File: src/rtl/sram_arbiter2.sv
// rtl/sram_arbiter2.sv - two-port arbiter/sequencer for the 16x128 single-port SRAM
// Define SRAM_ARB_RR_EN for round-robin ties; otherwise port 0 has fixed priority.
module sram_arbiter2 #(
  parameter int DW = 16,
  parameter int AW = 7
) (
  input  logic          clk_i,
  input  logic          rst_i,
  input  logic          req0_i,
  input  logic          we0_i,
  input  logic [AW-1:0] addr0_i,
  input  logic [DW-1:0] wdata0_i,
  input  logic          req1_i,
  input  logic          we1_i,
  input  logic [AW-1:0] addr1_i,
  input  logic [DW-1:0] wdata1_i,
  output logic          gnt0_o,
  output logic          gnt1_o,
  output logic          rvalid0_o,
  output logic          rvalid1_o,
  output logic [DW-1:0] rdata0_o,
  output logic [DW-1:0] rdata1_o,
  output logic          busy_o,
  output logic          mem_we_o,
  output logic          mem_re_o,
  output logic [AW-1:0] mem_addr_o,
  output logic [DW-1:0] mem_din_o,
  input  logic [DW-1:0] mem_dout_i
);

  typedef enum logic [1:0] {S_IDLE, S_ISSUE, S_WAIT} state_t;

  state_t        state_q, state_d;
  logic          gnt0_q, gnt0_d, gnt1_q, gnt1_d;
  logic          rvalid0_q, rvalid0_d, rvalid1_q, rvalid1_d;
  logic [DW-1:0] rdata0_q, rdata0_d, rdata1_q, rdata1_d;
  logic          mem_we_q, mem_we_d, mem_re_q, mem_re_d;
  logic [AW-1:0] mem_addr_q, mem_addr_d;
  logic [DW-1:0] mem_din_q, mem_din_d;
  logic          win_q, win_d;  // 1 = port 1 owns the access in flight
  logic          rd_q, rd_d;
  logic          pick1;
  logic          pick_we;
`ifdef SRAM_ARB_RR_EN
  logic          last_q, last_d;  // 1 = port 1 was granted last
`endif

  always_comb begin
    state_d    = state_q;
    gnt0_d     = 1'b0;
    gnt1_d     = 1'b0;
    rvalid0_d  = 1'b0;
    rvalid1_d  = 1'b0;
    rdata0_d   = rdata0_q;
    rdata1_d   = rdata1_q;
    mem_we_d   = 1'b0;
    mem_re_d   = 1'b0;
    mem_addr_d = mem_addr_q;
    mem_din_d  = mem_din_q;
    win_d      = win_q;
    rd_d       = rd_q;
`ifdef SRAM_ARB_RR_EN
    last_d     = last_q;
    pick1      = req1_i & (~req0_i | ~last_q);
`else
    pick1      = req1_i & ~req0_i;
`endif
    pick_we    = pick1 ? we1_i : we0_i;

    case (state_q)
      S_IDLE: begin
        if (req0_i | req1_i) begin
          gnt0_d     = ~pick1;
          gnt1_d     = pick1;
          mem_addr_d = pick1 ? addr1_i : addr0_i;
          mem_din_d  = pick1 ? wdata1_i : wdata0_i;
          mem_we_d   = pick_we;
          mem_re_d   = ~pick_we;
          win_d      = pick1;
          rd_d       = ~pick_we;
`ifdef SRAM_ARB_RR_EN
          last_d     = pick1;
`endif
          state_d    = S_ISSUE;
        end
      end
      S_ISSUE: state_d = S_WAIT;
      S_WAIT: begin
        // SRAM output is only valid before this edge; capture it now.
        if (rd_q) begin
          if (win_q) begin
            rdata1_d  = mem_dout_i;
            rvalid1_d = 1'b1;
          end else begin
            rdata0_d  = mem_dout_i;
            rvalid0_d = 1'b1;
          end
        end
        state_d = S_IDLE;
      end
      default: state_d = S_IDLE;
    endcase
  end

  always_ff @(posedge clk_i) begin
    if (rst_i) begin
      state_q    <= S_IDLE;
      gnt0_q     <= 1'b0;
      gnt1_q     <= 1'b0;
      rvalid0_q  <= 1'b0;
      rvalid1_q  <= 1'b0;
      rdata0_q   <= '0;
      rdata1_q   <= '0;
      mem_we_q   <= 1'b0;
      mem_re_q   <= 1'b0;
      mem_addr_q <= '0;
      mem_din_q  <= '0;
      win_q      <= 1'b0;
      rd_q       <= 1'b0;
`ifdef SRAM_ARB_RR_EN
      last_q     <= 1'b1;
`endif
    end else begin
      state_q    <= state_d;
      gnt0_q     <= gnt0_d;
      gnt1_q     <= gnt1_d;
      rvalid0_q  <= rvalid0_d;
      rvalid1_q  <= rvalid1_d;
      rdata0_q   <= rdata0_d;
      rdata1_q   <= rdata1_d;
      mem_we_q   <= mem_we_d;
      mem_re_q   <= mem_re_d;
      mem_addr_q <= mem_addr_d;
      mem_din_q  <= mem_din_d;
      win_q      <= win_d;
      rd_q       <= rd_d;
`ifdef SRAM_ARB_RR_EN
      last_q     <= last_d;
`endif
    end
  end

  assign gnt0_o     = gnt0_q;
  assign gnt1_o     = gnt1_q;
  assign rvalid0_o  = rvalid0_q;
  assign rvalid1_o  = rvalid1_q;
  assign rdata0_o   = rdata0_q;
  assign rdata1_o   = rdata1_q;
  assign busy_o     = (state_q != S_IDLE);
  assign mem_we_o   = mem_we_q;
  assign mem_re_o   = mem_re_q;
  assign mem_addr_o = mem_addr_q;
  assign mem_din_o  = mem_din_q;

endmodule

File: config.mk
export PLATFORM = sky130hd
export DESIGN_NAME = sram_arbiter2
export DESIGN_NICKNAME = d
export VERILOG_FILES = /design/src/rtl/sram_arbiter2.sv
export SDC_FILE = /design/constraint.sdc
export NUM_CORES = 1
export LEC_CHECK = 0
export CORE_ASPECT_RATIO = 0.6
export CORE_MARGIN = 2
export CORE_UTILIZATION = 40
export CTS_BUF_LIST = sky130_fd_sc_hd__clkbuf_8
export DETAILED_ROUTE_END_ITERATION = 6
export DONT_BUFFER_PORTS = 1
export PLACE_DENSITY_LB_ADDON = 0.12
export SYNTH_ARGS = -nofsm -noshare
export SYNTH_HDL_FRONTEND = slang
export SYNTH_SLANG_ARGS = --single-unit
File: constraint.sdc
create_clock -name clk_i -period 1.3 [get_ports clk_i]
set_input_delay 0.26 -clock clk_i [delete_from_list [all_inputs] [get_ports clk_i]]
set_output_delay 0.26 -clock clk_i [all_outputs]
set_load 0.01 [all_outputs]
; ---- Word level (Yosys, flattened, before mapping)
; Index checks and enable logic that the tools add are counted.
[word_totals]
regBits = 65
word_cells = 40
[classes]
eq_ne = 3
muxes = 7
bitwise_logic = 10
reduce_logical = 7
[ops]
columns = op, n
row1 = $mux W16, 1
row2 = $not A1 Y1, 8
row3 = $mux W7, 1
row4 = $reduce_and A3 Y1, 2
row5 = $reduce_or A3 Y1, 2
row6 = $pmux W2 S2, 1
row7 = $mux W1, 3
row8 = $eq A2 B1 Y1 const B, 1
row9 = $eq A2 B2 Y1 const B, 1
row10 = $logic_not A2 Y1, 1
row11 = $mux W2, 1
row12 = $ne A2 B2 Y1 const B, 1
row13 = $reduce_and A2 Y1, 1
row14 = $reduce_bool A2 Y1, 1
row15 = $and A1 B1 Y1, 1
row16 = $or A1 B1 Y1, 1

; ---- Depth between registers and ports, before layout
[logic_depth]
word_depth = 4
ltp_mapped = 5
mapped_depth_nobuf = 4

; ---- Least setup slack after synthesis
; Ideal clock, no wire load.
[synth_timing]
kind = input to register
startpoint = input req0_i
endpoint = register mem_addr_q[0], in the netlist mem_addr_o[0]
setup_ns = 0.133
arrival_ns = 0.992
required_time_ns = 1.167
setup_slack_ns = 0.175
path_stages = 5
path_cell_list = or2_2 -> buf_4 -> buf_6 -> a21oi_1 -> a311oi_1
[synth_between]
elab_chain_len = 3
word_cells_on_any_way = 5
cone_classes = mux: 1 / bitwise: 3 / reduce/logical: 1
[synth_lines]
columns = item, line_no
row1 = start: declaration, 9  ; input logic req0_i,
row2 = $not A1 Y1, 66  ; pick1 = req1_i & ~req0_i;
row3 = $and A1 B1 Y1, 66
row4 = $mux W7, 75  ; mem_addr_d = pick1 ? addr1_i : addr0_i;
row5 = end signal: assignment, 133  ; mem_addr_q <= mem_addr_d;
row6 = end: declaration, 38  ; logic [AW-1:0] mem_addr_q, mem_addr_d;
; Several ways; a longest one is shown, not always the timed one.
; A chain may end at the register's enable or synchronous reset.

; ---- Worst setup path in the final report
[layout_timing]
startpoint = register state_q[0]
endpoint = output busy_o
[layout_between]
elab_chain_len = 1
[layout_lines]
columns = item, line_no
row1 = start: declaration, 33  ; state_t state_q, state_d;
row2 = start signal: assignment, 124  ; state_q <= state_d;
row3 = $reduce_bool A2 Y1, 149  ; assign busy_o = (state_q != S_IDLE);
row4 = end: declaration, 23  ; output logic busy_o,
; No other way between the ends.

==> metrics.csv <==
stage,metric,value,unit
power,Max VDD drop,0.6317,mV
clock_network,total clock sinks,65,
floorplanning,io pins,130,
setup_path,crit-path max cell delay,0.35,ns
min_path,worst hold path type,input port to register,
logic_synthesis,sequential share of the synthesized area,49.17,%
timing,Setup Skew,0.006080,ns
detailed_routing,vias,2142,
timing,Worst-Margin Slew,0.5336,ns
timing,"Setup violations, final",0,
clock_network,Root Buffer,clkbuf_8,
timing,Fmax achieved,770.9,MHz
place,dpl hpwl,4503,um
clock_network,clock-pin slew on the worst setup and hold paths,0.06,ns
setup_path,slowest CP cell,dfxtp_2,
clock_network,H-tree depth,3,
detailed_routing,DR pass1 iterations,4,
flow_run,Max-Cap Viols,0,
run_status,failing checks,negative hold slack,
timing,final hold violations,19,
floorplanning,Starting Density,42.35,%
cells_and_area,nets,376,
cells_and_area,FF/Latch Area,1306,um^2
setup_path,crit path cell chain,"nor2_4, inv_2, buf_4",
cells_and_area,area overhead of the layout relative to synthesis,8.132,%
floorplanning,die height,67.01,um
floorplanning,die area,7304,um^2
power,Tot Pwr,0.003917,W
clock_network,latest clock arrival within the worst-skew pair,0.34,ns
clock_network,CTS Buf Count,9,
global_routing,antenna violations before repair,0,
global_routing,Overflow after GRT,0,
setup_path,critical path buffer and inverter count,2,
setup_path,WS Path Type,register to output port,
place,IO Port Bufs,0,
power,Pwr Density,1369,nW/um^2
cells_and_area,ant diodes,0,
timing,Slew Limit Fails,0,
floorplanning,Rows,22,
logic_synthesis,Seq cells post-synth,65,
global_routing,first-pass GRT wire length,10130,um
timing,unrepaired setup endpoints after global routing,true,
detailed_routing,routed vias/inst,5.423,
logic_synthesis,cells after synthesis,307,
logic_synthesis,Post-Syn Area,2646,um^2
detailed_routing,Routed Antenna Nets,0,
clock_network,Post-CTS Hold Buffers,1,
logic_synthesis,Avg Inst Size Synth,8.620,um^2
timing,Setup TNS,0,ns
clock_network,CTS tree,yes,
detailed_routing,drt wl/cell,17.02,um
floorplanning,Horiz. Die Dim,109.0,um
global_routing,gr usage total,18.84,%
setup_path,family with the most delay on the worst path,flip-flops,
cells_and_area,ratio of cells with drive above 1 in the final layout,14.47,%
global_routing,largest net degree at the start of global routing,67,
run_status,status,"finished, violations left",
cells_and_area,Multi-input gate area,1130,um^2
logic_synthesis,post-synth cell types,28,
detailed_routing,initial drt markers,74,
logic_synthesis,synthesized netlist net count,375,
place,gp weighted congestion,0.7409,
timing,post-route clock period utilization,99.79,%
setup_path,CP Launch Type,register,
detailed_routing,residual DRC count,0,
power,leak pwr,1.030,nW
cells_and_area,"commonest non-fill, non-tap cells in the layout","nand2_1 (111), dfxtp_1 (63), a21oi_1 (48), a311oi_1 (22), buf_4 (11)",
clock_network,Max Root-Sink Buffers,2,
timing,Max-slew headroom,64.39,%
setup_path,crit-path max FO,6,
setup_path,required time of the worst setup path,1.04,ns
timing,fin crit period,1.297,ns
detailed_routing,final wirelength,6721,um
clock_network,number of setup buffers added after CTS,0,
cells_and_area,# fillers,622,
global_routing,vias in the first global route,2022,
timing,Worst Hold Slack,-0.008869,ns
floorplanning,Core Region,6248,um^2
setup_path,CP Capture Type,output port,
logic_synthesis,Synthesis Warnings,0,
cells_and_area,"most common cell after layout, fill and taps aside",nand2_1,
setup_path,Critical Path AT,1.04,ns
cell type report:
cell class | count | share of cell area [%]
tap | 84 | 3.673
sequential | 65 | 45.65
clock buffer | 9 | 4.329
multi-input combinational | 215 | 39.48
clock inverter | 5 | 0.6996
inverter | 1 | 0.1312
timing repair buffer | 16 | 6.034
synth_stat cells, drive strengths merged:
library cell	count	area share (%)
nand2	111	16
dfxtp	65	49
a21oi	56	12
a311oi	23	7.8
buf	23	7.8
nor2	6	1.4
clkbuf	4	0.57
nor3b	3	0.85
nor2b	2	0.47
nor3	2	0.38
o21ai	2	0.38
and4b	1	0.38
and4bb	1	0.47
inv	1	0.14
mux2	1	0.57
nand2b	1	0.24
nand3	1	0.19
nand4b	1	0.57
nand4bb	1	0.43
o31ai	1	0.47
or2	1	0.24
metrics by stage:
step / cells / cell area (um^2) / hold slack [ns] / worst slack (ns) / utilization [%]
after global placement: 379 / 2696 / 0.3305 / -0.008172 / 43.15
after global routing: 395 / 2861 / -0.04346 / -0.06036 / 45.80
after floorplan: 307 / 2646 / 0.3960 / 0.1746 / -
after CTS: 394 / 2853 / -0.04161 / -0.009094 / 45.65
final: 395 / 2861 / -0.008869 / 0.002737 / 45.80
after detailed placement: 379 / 2696 / 0.3322 / -0.05002 / 43.15
sequential cells by signal, indices dropped and copies added, names as in the netlist:
signal / cells
state_q: 2
win_q: 1
rdata1_o: 16
rvalid0_o: 1
gnt1_o: 1
gnt0_o: 1
rvalid1_o: 1
mem_we_o: 1
rd_q: 1
mem_re_o: 1
mem_addr_o: 7
mem_din_o: 16
rdata0_o: 16
report_power, final:
part           switching (W)  leakage [nW]  internal [W]
registers           0.000123         0.532       0.00210
logic               0.000212         0.408      0.000159
clock network       0.000686        0.0899      0.000638
routing by layer:
| metal | vias up | global-route usage [%] | share of wire (%) |
|---|---|---|---|
| met5 | - | 0 | 0 |
| met4 | 0 | 8.013 | 0.95 |
| met3 | 9 | 11.06 | 12 |
| met2 | 79 | 23.99 | 40 |
| met1 | 1004 | 25.03 | 46 |
| li1 | 1050 | - | - |
final timing paths:
check                    from            end  slack (ns)  depth (start not counted)
setup / recovery   state_q[0]         busy_o       0.003                          3
hold / removal          rst_i  mem_addr_o[2]      -0.009                          1
setup reg to reg   state_q[0]  mem_din_o[13]        0.01                          4
hold reg to reg   rdata1_o[6]    rdata1_o[6]        0.50                          2
what timing repair did:
action | CTS | global route
endpoints found under the hold margin | 65 | 63
endpoints found under the setup margin | 24 | 28
pin swaps | 2 | 1
cloned | 0 | 1
resized for setup | 2 | 1
cells by family after synthesis:
group | Yosys count | synth area share, %
buf+inv | 28 | 8.464
mux | 1 | 0.5672
compound gates | 82 | 20.43
flops | 65 | 49.17
simple gates | 131 | 21.37
No activity file was read; power rests on OpenSTA's default activity.
